===== src/rtl/mux_pipe_n.sv =====
// mux_pipe_n
//    Parametrised N-input, WIDTH-bit selector with a registered output stage
//    and a valid/ready handshake on both sides. A main register drives the
//    outputs and a skid register absorbs the one item that can arrive while
//    in_ready is still high from the previous cycle. This gives one transfer
//    per cycle with a fully registered in_ready.
//
//    Out-of-range selects (sel >= N) capture zero data and set a per-item
//    error flag.
//
//    Optional feature macro: MUX_PIPE_ERRCNT_EN
//       When defined, the err_cnt port and its saturating counter exist.
//
// Parameters
//    WIDTH : data width of each channel and of out_data
//    N     : number of input channels (2..16)
//    SELW  : select width, 2**SELW >= N
//
// Ports
//    clk       in   clock, rising edge
//    reset     in   synchronous active-high reset
//    in_bus    in   N*WIDTH, channel k at [k*WIDTH +: WIDTH]
//    sel       in   SELW, channel index sampled on accept
//    in_valid  in   upstream offers in_bus/sel
//    in_ready  out  block can accept (registered)
//    flush     in   synchronous discard of buffered items
//    out_data  out  WIDTH, data of head item
//    out_err   out  head item was captured with sel >= N
//    out_valid out  head item valid
//    out_ready in   downstream accepts head item
//    err_cnt   out  8-bit saturating error count (MUX_PIPE_ERRCNT_EN only)
module mux_pipe_n #(
   parameter int WIDTH = 32,
   parameter int N     = 4,
   parameter int SELW  = 2
) (
   input  logic                 clk,
   input  logic                 reset,
   input  logic [N*WIDTH-1:0]   in_bus,
   input  logic [SELW-1:0]      sel,
   input  logic                 in_valid,
   output logic                 in_ready,
   input  logic                 flush,
   output logic [WIDTH-1:0]     out_data,
   output logic                 out_err,
   output logic                 out_valid,
   input  logic                 out_ready
`ifdef MUX_PIPE_ERRCNT_EN
  ,output logic [7:0]           err_cnt
`endif
);

   typedef enum logic [1:0] {
      ST_EMPTY = 2'd0,
      ST_ONE   = 2'd1,
      ST_FULL  = 2'd2
   } state_t;

   state_t             state_r;
   state_t             state_nxt_s;
   logic [WIDTH-1:0]   main_data_r;
   logic               main_err_r;
   logic [WIDTH-1:0]   skid_data_r;
   logic               skid_err_r;
   logic               out_valid_r;
   logic               in_ready_r;

   logic               accept_s;
   logic               fire_s;
   logic [WIDTH-1:0]   cap_data_s;
   logic               cap_err_s;
   logic               load_main_new_s;
   logic               load_main_skid_s;
   logic               load_skid_s;

   // Picks channel s from the bus; out-of-range indices give zero.
   function automatic logic [WIDTH-1:0] select_channel(
      input logic [N*WIDTH-1:0] bus,
      input logic [SELW-1:0]    s
   );
      logic [WIDTH-1:0] d;
      d = {WIDTH{1'b0}};
      for (int k = 0; k < N; k++) begin
         if (32'(s) == 32'(k)) begin
            d = bus[k*WIDTH +: WIDTH];
         end
      end
      return d;
   endfunction

   // Flush blocks acceptance so an item offered in the flush cycle is dropped.
   assign accept_s   = in_valid & in_ready_r & ~flush;
   assign fire_s     = out_valid_r & out_ready;
   assign cap_data_s = select_channel(in_bus, sel);
   assign cap_err_s  = (32'(sel) >= 32'(N));

   assign out_data   = main_data_r;
   assign out_err    = main_err_r;
   assign out_valid  = out_valid_r;
   assign in_ready   = in_ready_r;

   // Next-state logic of the two-entry buffer.
   always_comb begin
      state_nxt_s = state_r;
      if (flush) begin
         state_nxt_s = ST_EMPTY;
      end else begin
         case (state_r)
            ST_EMPTY: begin
               if (accept_s) state_nxt_s = ST_ONE;
               else          state_nxt_s = ST_EMPTY;
            end
            ST_ONE: begin
               if (fire_s && accept_s) state_nxt_s = ST_ONE;
               else if (fire_s)        state_nxt_s = ST_EMPTY;
               else if (accept_s)      state_nxt_s = ST_FULL;
               else                    state_nxt_s = ST_ONE;
            end
            ST_FULL: begin
               if (fire_s) state_nxt_s = ST_ONE;
               else        state_nxt_s = ST_FULL;
            end
            default: state_nxt_s = ST_EMPTY;
         endcase
      end
   end

   // Datapath load enables derived from the current state and handshakes.
   always_comb begin
      load_main_new_s  = 1'b0;
      load_main_skid_s = 1'b0;
      load_skid_s      = 1'b0;
      case (state_r)
         ST_EMPTY: begin
            load_main_new_s = accept_s;
         end
         ST_ONE: begin
            load_main_new_s = accept_s & fire_s;
            load_skid_s     = accept_s & ~fire_s;
         end
         ST_FULL: begin
            load_main_skid_s = fire_s & ~flush;
         end
         default: begin
            load_main_new_s  = 1'b0;
            load_main_skid_s = 1'b0;
            load_skid_s      = 1'b0;
         end
      endcase
   end

   // State register with in_ready/out_valid registered from the next state.
   always_ff @(posedge clk) begin
      if (reset) begin
         state_r     <= ST_EMPTY;
         out_valid_r <= 1'b0;
         in_ready_r  <= 1'b1;
      end else begin
         state_r     <= state_nxt_s;
         out_valid_r <= (state_nxt_s != ST_EMPTY);
         in_ready_r  <= (state_nxt_s != ST_FULL);
      end
   end

   // Main and skid storage.
   always_ff @(posedge clk) begin
      if (reset) begin
         main_data_r <= {WIDTH{1'b0}};
         main_err_r  <= 1'b0;
         skid_data_r <= {WIDTH{1'b0}};
         skid_err_r  <= 1'b0;
      end else begin
         if (load_main_new_s) begin
            main_data_r <= cap_data_s;
            main_err_r  <= cap_err_s;
         end else if (load_main_skid_s) begin
            main_data_r <= skid_data_r;
            main_err_r  <= skid_err_r;
         end
         if (load_skid_s) begin
            skid_data_r <= cap_data_s;
            skid_err_r  <= cap_err_s;
         end
      end
   end

`ifdef MUX_PIPE_ERRCNT_EN
   logic [7:0] err_cnt_r;

   // Saturating count of accepted out-of-range items; only reset clears it.
   always_ff @(posedge clk) begin
      if (reset) begin
         err_cnt_r <= 8'd0;
      end else if (accept_s && cap_err_s && (err_cnt_r != 8'd255)) begin
         err_cnt_r <= err_cnt_r + 8'd1;
      end
   end

   assign err_cnt = err_cnt_r;
`endif

endmodule


===== config.mk =====
export PLATFORM = sky130hd
export DESIGN_NAME = mux_pipe_n
export DESIGN_NICKNAME = d
export VERILOG_FILES = /design/src/rtl/mux_pipe_n.sv
export SDC_FILE = /design/constraint.sdc
export NUM_CORES = 1
export LEC_CHECK = 0
export BUFFER_PORTS_ARGS = -buffer_cell sky130_fd_sc_hd__clkbuf_2
export CORE_MARGIN = 5
export CORE_UTILIZATION = 45
export CTS_CLUSTER_SIZE = 40
export DETAILED_ROUTE_END_ITERATION = 6
export PLACE_DENSITY_LB_ADDON = 0.15
export SYNTH_ARGS = -nofsm -noshare
export SYNTH_HDL_FRONTEND = slang
export SYNTH_SLANG_ARGS = --single-unit

===== constraint.sdc =====
create_clock -name clk -period 1.9 [get_ports clk]
set_input_delay 0.095 -clock clk [delete_from_list [all_inputs] [get_ports clk]]
set_output_delay 0.095 -clock clk [all_outputs]
set_load 0.005 [all_outputs]

==> results.md, run 1 <==
- Status: finished clean
- Synth Net Count: 522
- Starting density of the core: 0.4566
- Cell count after synthesis: 384
- Peak VDD IR: 0.3945 mV
- Most frequent cells in the layout: 168 x clkbuf_2, 132 x nand2_1, 68 x dfxtp_1, 34 x nor2_1, 33 x a21oi_1
- DRT iter0 DRCs: 133
- GP Congestion: between 0.7 and 0.8
- Leak: 1.964 nW
- Unrepaired setup endpoints after global routing: no
- Largest net degree at the start of global routing: 49
- Vias in the first global route: 3,451
- Critical path origin: in_ready
- Port Buf Inserts: 168
- Die width: ~98 um
- Mapped cell area: roughly 3500 um^2
- Seq/Total Area, Yosys: 0.3919
- Boundary Pins: 170
- Drt via density: 5.239
- Data arrival time of the critical path: 1.94 ns
- Final net count: 679
- Setup TNS: 0 ns
- Fmax: between 0.5 and 0.6 GHz
- Critical Path RT: between 2 and 2.5 ns
- Detailed-route via count: 3,395
- Relative slew slack: 0.5665
- Final Setup Violations: 0
- CTS buffer count: 9
- Most common cell after layout, fill and taps aside: clkbuf_2
- Root buf cell: clkbuf_8
- CTS Sinks: 68
- Core ar.: 7607 um^2
- Share of layout cells above drive strength 1: 0.4286
- Maximum Capacitance Violations: 0
- Final WS setup: 0.1937 ns
- CTS tree: built
- Fin crit period: ~1.7 ns
- First-pass GRT wire length: around 15,000 um
- Die Y: between 90 and 100 um
- Clk_skew: just under 0.01 ns
- Power per cell area: 723.2 nW/um^2
- Setup repair bufs after CTS: 0
- Clock transition at path regs: 0.08 ns
- Crit path max fanout: 48
- Total congestion overflow: 0
- Post-route DRC violation count: 0
- Worst R2R Start: in_ready
- Synthesized area per cell: between 9 and 10 um^2
- Post-cts resize count: 0
- Critical path startpoint category: flop
- Synth Register Bits: between 60 and 70
- Clk_lat worst skew: 0.33 ns
- Tcrit/Tclk final: 0.8981
- Routed Antenna Nets: 0
- Htree depth: 3
- DP Wirelength: 6867 um
- Final WL: between 9000 and 10,000 um
- Antenna violations before repair: 0
- TritonRoute pass-1 iters: 4
- Ys Warns: 0
- Area Overhead vs Synth: 33.75%
- Final Slew Violations: 0
- Worst Hold Class: input pin to flop
- Antenna cell count: 0
- CTS max path bufs: 2
- HP Start: flush
- Worst-margin pin slew: roughly 0.65 ns
- Global-route usage over all layers: 0.1936
- Final Hold Fails: 0
- Worst Setup End Kind: flop
- Pre-CTS setup slack: 0.2210 ns
- Cts hold-fix bufs: 0
- Drt wl/cell: 14.18 um
- Area of the die: roughly 9600 um^2
- Synth cell types: 24
- Critical path class: flop to flop
- Row count: 32
==> layer usage <==
layer / track usage / up-vias / routed length (um)
li1: - / 1677 / -
met1: 0.2245 / 1576 / 3684
met2: 0.3455 / 134 / 4643
met3: 0.05143 / 8 / 753
met4: 0.06390 / 0 / 109
met5: 0 / - / 0
==> worst paths after layout <==
kind,endpoint,slack [ns],depth (start not counted)
worst max register to register,out_data[25],0.19,6
worst min-delay path,state_r[1],0.04,2
worst min register to register,skid_data_r[2],0.45,2
worst max-delay path,out_data[25],0.19,6
==> report_power, final <==
part / total, mW / internal, mW / switching [mW]
Clock: 1.31 / 0.775 / 0.536
Sequential: 1.51 / 1.48 / 0.0314
Combinational: 0.535 / 0.303 / 0.232
==> cell usage after synthesis <==
cell | number | area [um^2]
nand4b_1 | 1 | 8.760
nor2_1 | 35 | 131.4
a22oi_1 | 1 | 7.510
and2_1 | 1 | 6.260
a311oi_1 | 32 | 280.3
nand2_1 | 132 | 495.5
and3b_1 | 1 | 8.760
conb_1 | 1 | 3.750
clkbuf_1 | 15 | 56.30
a21oi_1 | 33 | 165.2
inv_1 | 1 | 3.750
buf_2 | 11 | 55.05
dfxtp_1 | 68 | 1361
buf_4 | 7 | 52.55
buf_1 | 2 | 7.510
nor3_1 | 1 | 5.000
nor2b_2 | 1 | 8.760
nor2b_1 | 1 | 6.260
or2_2 | 2 | 12.51
a22oi_4 | 1 | 21.27
ha_1 | 3 | 37.54
a21boi_0 | 1 | 7.510
a221o_1 | 1 | 10.01
mux4_2 | 32 | 720.7
==> final cells by class <==
cell class,instances,area (um^2)
repair buffers,181,988.4
fillers,675,2962
multi-input cells,280,1939
well taps,102,127.6
inverters,1,3.754
clock buffers,10,137.6
flip-flops and latches,68,1361
clock inverters,6,87.58
==> kinds of logic (layout without fill, tap and decap cells) <==
family          after synthesis  after routing  synth area share
other cells                   1              1          0.001080
simple gates                175            175            0.1967
mux                          32             32            0.2075
fa+ha+maj                     3              3           0.01081
flops                        68             68            0.3919
compound gates               69             69            0.1416
buf+inv                      36            198           0.05043
==> registers in the layout, indices dropped and copies added (netlist names) <==
| register | cells |
|---|---|
| in_ready | 1 |
| out_data | 32 |
| out_valid | 1 |
| skid_data_r | 32 |
| state_r | 2 |
==> metrics by stage <==
step	cell area [um^2]	util	std cells	hold WS (ns)	power [mW]
global placement	4420	0.5811	632	0.3690	2.073
floorplan	3473	-	384	0.1873	1.838
finish	4646	0.6107	648	0.03528	3.360
global route	4646	0.6107	648	0.04084	3.521
detailed placement	4420	0.5811	632	0.3739	2.088
CTS	4646	0.6107	648	0.01869	3.403
==> worst max-delay path: stages (launching register included) <==
cell and delay, ns:
dfxtp_1 0.31, and3b_1 0.24, ha_1 0.26, a22oi_4 0.21
buf_12 0.25, nor2_1 0.06, a311oi_1 0.25
Note: power is estimated with default switching activity, not from simulation.
==> inputs of run 2 (changes only) <==
ABC_AREA = 1   (was default)
HOLD_SLACK_MARGIN = 0.05   (was default)
RECOVER_POWER = 100   (was default)
==> run 2 against run 1 <==
  * Wire length is 35% higher
  * Clock power is 3% higher
  * Synthesized cell count is 59% higher
  * First-iteration DRC count is 56% higher
  * Sequential power hardly changed
  * Maximum frequency is 4.6% higher
  * Sequential cell count stayed put
  * Total power is 4.3% higher
  * Largest power group unchanged
  * Highest routed layer unchanged
==> results.md, run 2 <==
- Area of the die: 10,820 um^2
- Die Y: between 100 and 150 um
- Clk_lat worst skew: 0.34 ns
- Antenna violations before repair: 0
- GP Congestion: 0.8068
- Fin crit period: 1.632 ns
- Global-route usage over all layers: 0.2242
- Dominant cell type by area after synthesis: dfxtp_1
- Most frequent CP cell: nand3_1
- Root buf cell: clkbuf_8
- Yosys top cell area share: 0.3424
- Dpl cells: 851
- Port Buf Inserts: roughly 170
- Antenna cell count: 0
- Area Overhead vs Synth: 25.80%
- Total congestion overflow: 0
- EDFF count, synth: 0
- CP max-delay cell: clkbuf_2
- Worst Setup End Kind: flop
- Post-route cell area: 5002 um^2
- Mapped cell area: 3976 um^2
- CTS Sinks: 68
- CTS max path bufs: 2
- TritonRoute pass-1 iters: 7
- Final Setup Violations: 0
- Most frequent cells in the layout: 170 x nand2_1, 144 x clkbuf_2, 92 x nand3_1, 68 x dfxtp_1, 64 x o21ai_0
- Synth async-reset ratio: 0
- Worst-margin pin slew: between 0.7 and 0.8 ns
- Post-Layout Cell Count: between 800 and 900
- Worst Path Buf+Inv: 2
- Routed Antenna Nets: 0
- Minimum hold slack: approximately 0.070 ns
- Starting density of the core: 0.4582
- Setup TNS: 0 ns
- Synthesized area per cell: about 6.5 um^2
- CTS buffer count: 9
- Post-route DRC violation count: 0
- Crit path max fanout: 32
- Critical path cell sequence: inv_1 -> nor2_4 -> clkbuf_2 -> nand3_1 -> nand3_1 -> nand2_1 -> nor2_1
- Fillers: 887
- Relative slew slack: 0.5089
- Most common cell after layout, fill and taps aside: nand2_1
- Final WL: between 10,000 and 15,000 um
- Synth Net Count: about 750
- CTS tree: built
- Cell count after synthesis: between 600 and 700
- Largest net degree at the start of global routing: 67
- Area contributors post-synth: dfxtp_1 34%, nand2_1 16%, nand3_1 12%
- Boundary Pins: 170
- Peak VDD IR: 0.4673 mV
- Maximum Capacitance Violations: 0
- Placed Area: 4820 um^2
- Power per cell area: between 700 and 800 nW/um^2
- Critical Path Max Stage Delay: 0.59 ns
- Vias in the first global route: between 4,000 and 5,000
- Worst Hold Class: input pin to flop
- Synth cell types: 23
- Die width: ~100 um
- Post-cts resize count: 0
- Leak: 2.445 nW
- Synth Register Bits: 68
- Detailed-route via count: 4,496
- Ys Warns: 0
- Status: finished clean
- Fmax: 0.6128 GHz
- Critical Path RT: between 2 and 2.5 ns
- Critical path class: flop to flop
- Htree depth: 3
- Row count: 34
- Worst path top cell family by delay: buffers and inverters
- Critical path startpoint category: flop
- Most frequent cells after synthesis: 170 x nand2_1, 92 x nand3_1, 68 x dfxtp_1
- Seq/Total Area, Yosys: 0.3424
- DP Wirelength: 8806 um
- Final Hold Fails: 0
- Core ar.: around 8700 um^2
- DRT iter0 DRCs: slightly above 200
- Share of layout cells above drive strength 1: 0.2639
- Unrepaired setup endpoints after global routing: no
- Final net count: 892
- Cts hold-fix bufs: 0
- Dominant synthesized flop cell: dfxtp_1
- Clock transition at path regs: 0.07 ns
- First-pass GRT wire length: 20,380 um
- Setup repair bufs after CTS: 0
- Drt via density: between 5 and 6
- Clk_skew: 0.01169 ns
- Count leader, synth: nand2_1
- Tcrit/Tclk final: 0.8588
- Drt wl/cell: 14.36 um
- Final Slew Violations: 0
- Data arrival time of the critical path: roughly 1.9 ns
-- run 2: final cells by class --
type,instances,area [um^2],area share
Timing Repair Buffer,179,939.7,0.1878
Clock inverter,4,72.57,0.01451
Multi-Input combinational cell,482,2290,0.4577
Inverter,14,52.55,0.01051
Clock buffer,11,151.4,0.03027
Tap cell,108,135.1,0.02701
Sequential cell,68,1361,0.2721
-- run 2: cell families (layout without fill, tap and decap cells) --
| family | Yosys count | after routing | synth area share |
|---|---|---|---|
| adders and majority gates | 3 | 3 | 0.009441 |
| and+or+nand+nor | 351 | 351 | 0.4059 |
| DFF | 68 | 68 | 0.3424 |
| AOI/OAI and AO/OA | 127 | 127 | 0.1602 |
| other | 1 | 1 | 0.0009431 |
| buffers and inverters | 60 | 208 | 0.08118 |
-- run 2: report_power, final --
| part | switching [mW] | internal (mW) |
|---|---|---|
| clock | 0.552 | 0.802 |
| combinational | 0.353 | 0.278 |
| sequential | 0.0347 | 1.49 |
| total | 0.939 | 2.57 |
-- run 2: final timing paths --
path / from / slack (ns) / cells past startpoint / end
max reg2reg: state_r[1] / 0.27 / 7 / out_data[19]
min reg2reg: skid_data_r[17] / 0.55 / 2 / skid_data_r[17]
min: flush / 0.07 / 4 / in_ready
max: state_r[1] / 0.27 / 7 / out_data[19]
-- run 2: metal layers --
metal / wire, um / vias up / global-route usage
li1: - / 2299 / -
met1: 5104 / 2032 / 0.2734
met2: 6270 / 151 / 0.3884
met3: 878 / 14 / 0.06207
met4: 187 / 0 / 0.05643
met5: 0 / - / 0
-- run 2: tightest hold or removal path: stages --
cell and delay, ns:
clkbuf_2 0.11, inv_2 0.07, nand2_1 0.05, nand2_1 0.05
-- run 2: stage by stage --
stage	power [mW]	util	setup slack (ns)
after global placement	2.180	0.5554	0.3461
after detailed placement	2.197	0.5554	0.3139
after CTS	3.537	0.5812	0.2686
final	3.505	0.5764	0.2682
after global routing	3.685	0.5764	0.06282
after floorplan	1.925	-	0.4656
==> inputs of run 3 (changes only) <==
CORE_UTILIZATION = 40   (was 45)
==> run 3 against run 2 <==
  * Non-clock buffer count grew 3
  * Die area grew 11%
  * Core utilization shrank 6.3 points
  * Cell count grew 3.2%
  * Largest cell class unchanged
  * Largest power group unchanged
  * Highest routed layer unchanged
==> results.md, run 3 (same netlist as run 2, synthesis figures left out) <==
- Final WS setup: 0.2497 ns
- Routed Antenna Nets: 0
- Boundary Pins: 170
- Dpl cells: a little under 900
- Post-Layout Cell Count: a little under 900
- Worst path top cell family by delay: simple AND/OR/NAND/NOR gates
- Clock transition at path regs: 0.07 ns
- Placed Area: 4868 um^2
- Largest net degree at the start of global routing: 67
- Vias in the first global route: 4,268
- Drt wl/cell: 14.50 um
- Final Hold Fails: 0
- Root buf cell: clkbuf_8
- Peak VDD IR: between 0.3 and 0.4 mV
- Row count: 36
- Unrepaired setup endpoints after global routing: no
- Setup TNS: 0 ns
- Die Y: between 100 and 150 um
- Fin crit period: 1.650 ns
- CTS buffer count: 9
- Data arrival time of the critical path: 1.88 ns
- Detailed-route via count: approximately 4,500
- Worst Path Buf+Inv: 3
- First-pass GRT wire length: 20,450 um
- CTS tree: built
- Crit path max fanout: 40
- CP max-delay cell: dfxtp_1
- Critical Path Max Stage Delay: 0.31 ns
- Port Buf Inserts: around 170
- Total congestion overflow: 0
- Area of the die: 12,040 um^2
- Drt via density: roughly 5
- Starting density of the core: 0.4087
- Status: finished clean
- GP Congestion: around 0.81
- Area Overhead vs Synth: 25.55%
- CTS max path bufs: 2
- Final Setup Violations: 0
- Power Total: 3.188 mW
- Fmax: 0.6060 GHz
- Worst Hold Class: input pin to flop
- Antenna cell count: 0
- Final WL: between 10,000 and 15,000 um
- Worst reg-to-reg setup slack: 0.25 ns
- Final net count: 895
- TritonRoute pass-1 iters: 5
- Antenna violations before repair: 0
- Most common cell after layout, fill and taps aside: nand2_1
- DP Wirelength: approximately 9400 um
- Post-cts resize count: 0
- CTS Sinks: 68
- Final Slew Violations: 0
- Post-route DRC violation count: 0
- Clk_lat worst skew: between 0.3 and 0.4 ns
- Most frequent cells in the layout: 170 x nand2_1, 143 x clkbuf_2, 92 x nand3_1, 68 x dfxtp_1, 64 x o21ai_0
- Htree depth: 3
- Global-route usage over all layers: 0.2171
- Worst Setup End Kind: flop
- Tcrit/Tclk final: 0.8686
- Critical path class: flop to flop
- Critical path startpoint category: flop
- Critical path cell sequence: nand2_1 -> inv_1 -> ha_1 -> inv_1 -> nor2_1 -> nor2_4 -> buf_6 -> nand3_1 -> nand2_1 -> nor2_1
- Leak: 2.426 nW
- Clk_skew: around 0.0088 ns
- Die width: 109.7 um
- DRT iter0 DRCs: 231
- Critical Path RT: about 2.1 ns
- Setup repair bufs after CTS: 0
- Share of layout cells above drive strength 1: 0.2654
- Post-route cell area: 4992 um^2
- Cts hold-fix bufs: 0
- Power per cell area: 638.6 nW/um^2
- Pre-CTS setup slack: 0.3236 ns
- Maximum Capacitance Violations: 0
- Core ar.: 9729 um^2
## run 3: worst paths after layout
check / start / end / depth (start not counted)
setup / recovery: out_valid / out_data[1] / 10
hold reg to reg: skid_data_r[30] / skid_data_r[30] / 2
hold / removal: flush / in_ready / 4
setup reg to reg: out_valid / out_data[1] / 10
## run 3: per-layer routing
layer  vias up  track usage  wire [um]
met5         -            0          0
met4         0      0.05432        182
met3        20      0.05344        986
met2       175       0.3622       6064
met1      1986       0.2811       5731
li1       2309            -          -
## run 3: area by class of cell
type	instances	area [um^2]
inverter	14	52.55
clock buffer	9	123.9
sequential	68	1361
timing repair buffer	182	955.9
clock inverter	6	42.54
multi-input combinational	482	2290
tap	133	166.4
fill	1037	4737
## run 3: metrics by stage
step / utilization / hold slack (ns)
3_3_place_gp: 0.5004 / 0.4066
3_5_place_dp: 0.5004 / 0.4179
4_1_cts: 0.5175 / 0.05390
5_1_grt: 0.5131 / 0.08460
2_1_floorplan: - / 0.2572
6_report: 0.5131 / 0.06396
## run 3: report_power, final
part           internal (mW)  switching, mW
Combinational          0.277          0.364
Clock                  0.465          0.563
Sequential              1.49         0.0332
## run 3: worst register-to-register path: cells and delay by family, from the launching register on
family                   cells  cell delay [ns]
adder cells (fa/ha/maj)      1             0.18
AND/OR/NAND/NOR              6             0.61
buffers and inverters        3             0.43
flip-flops                   1             0.31
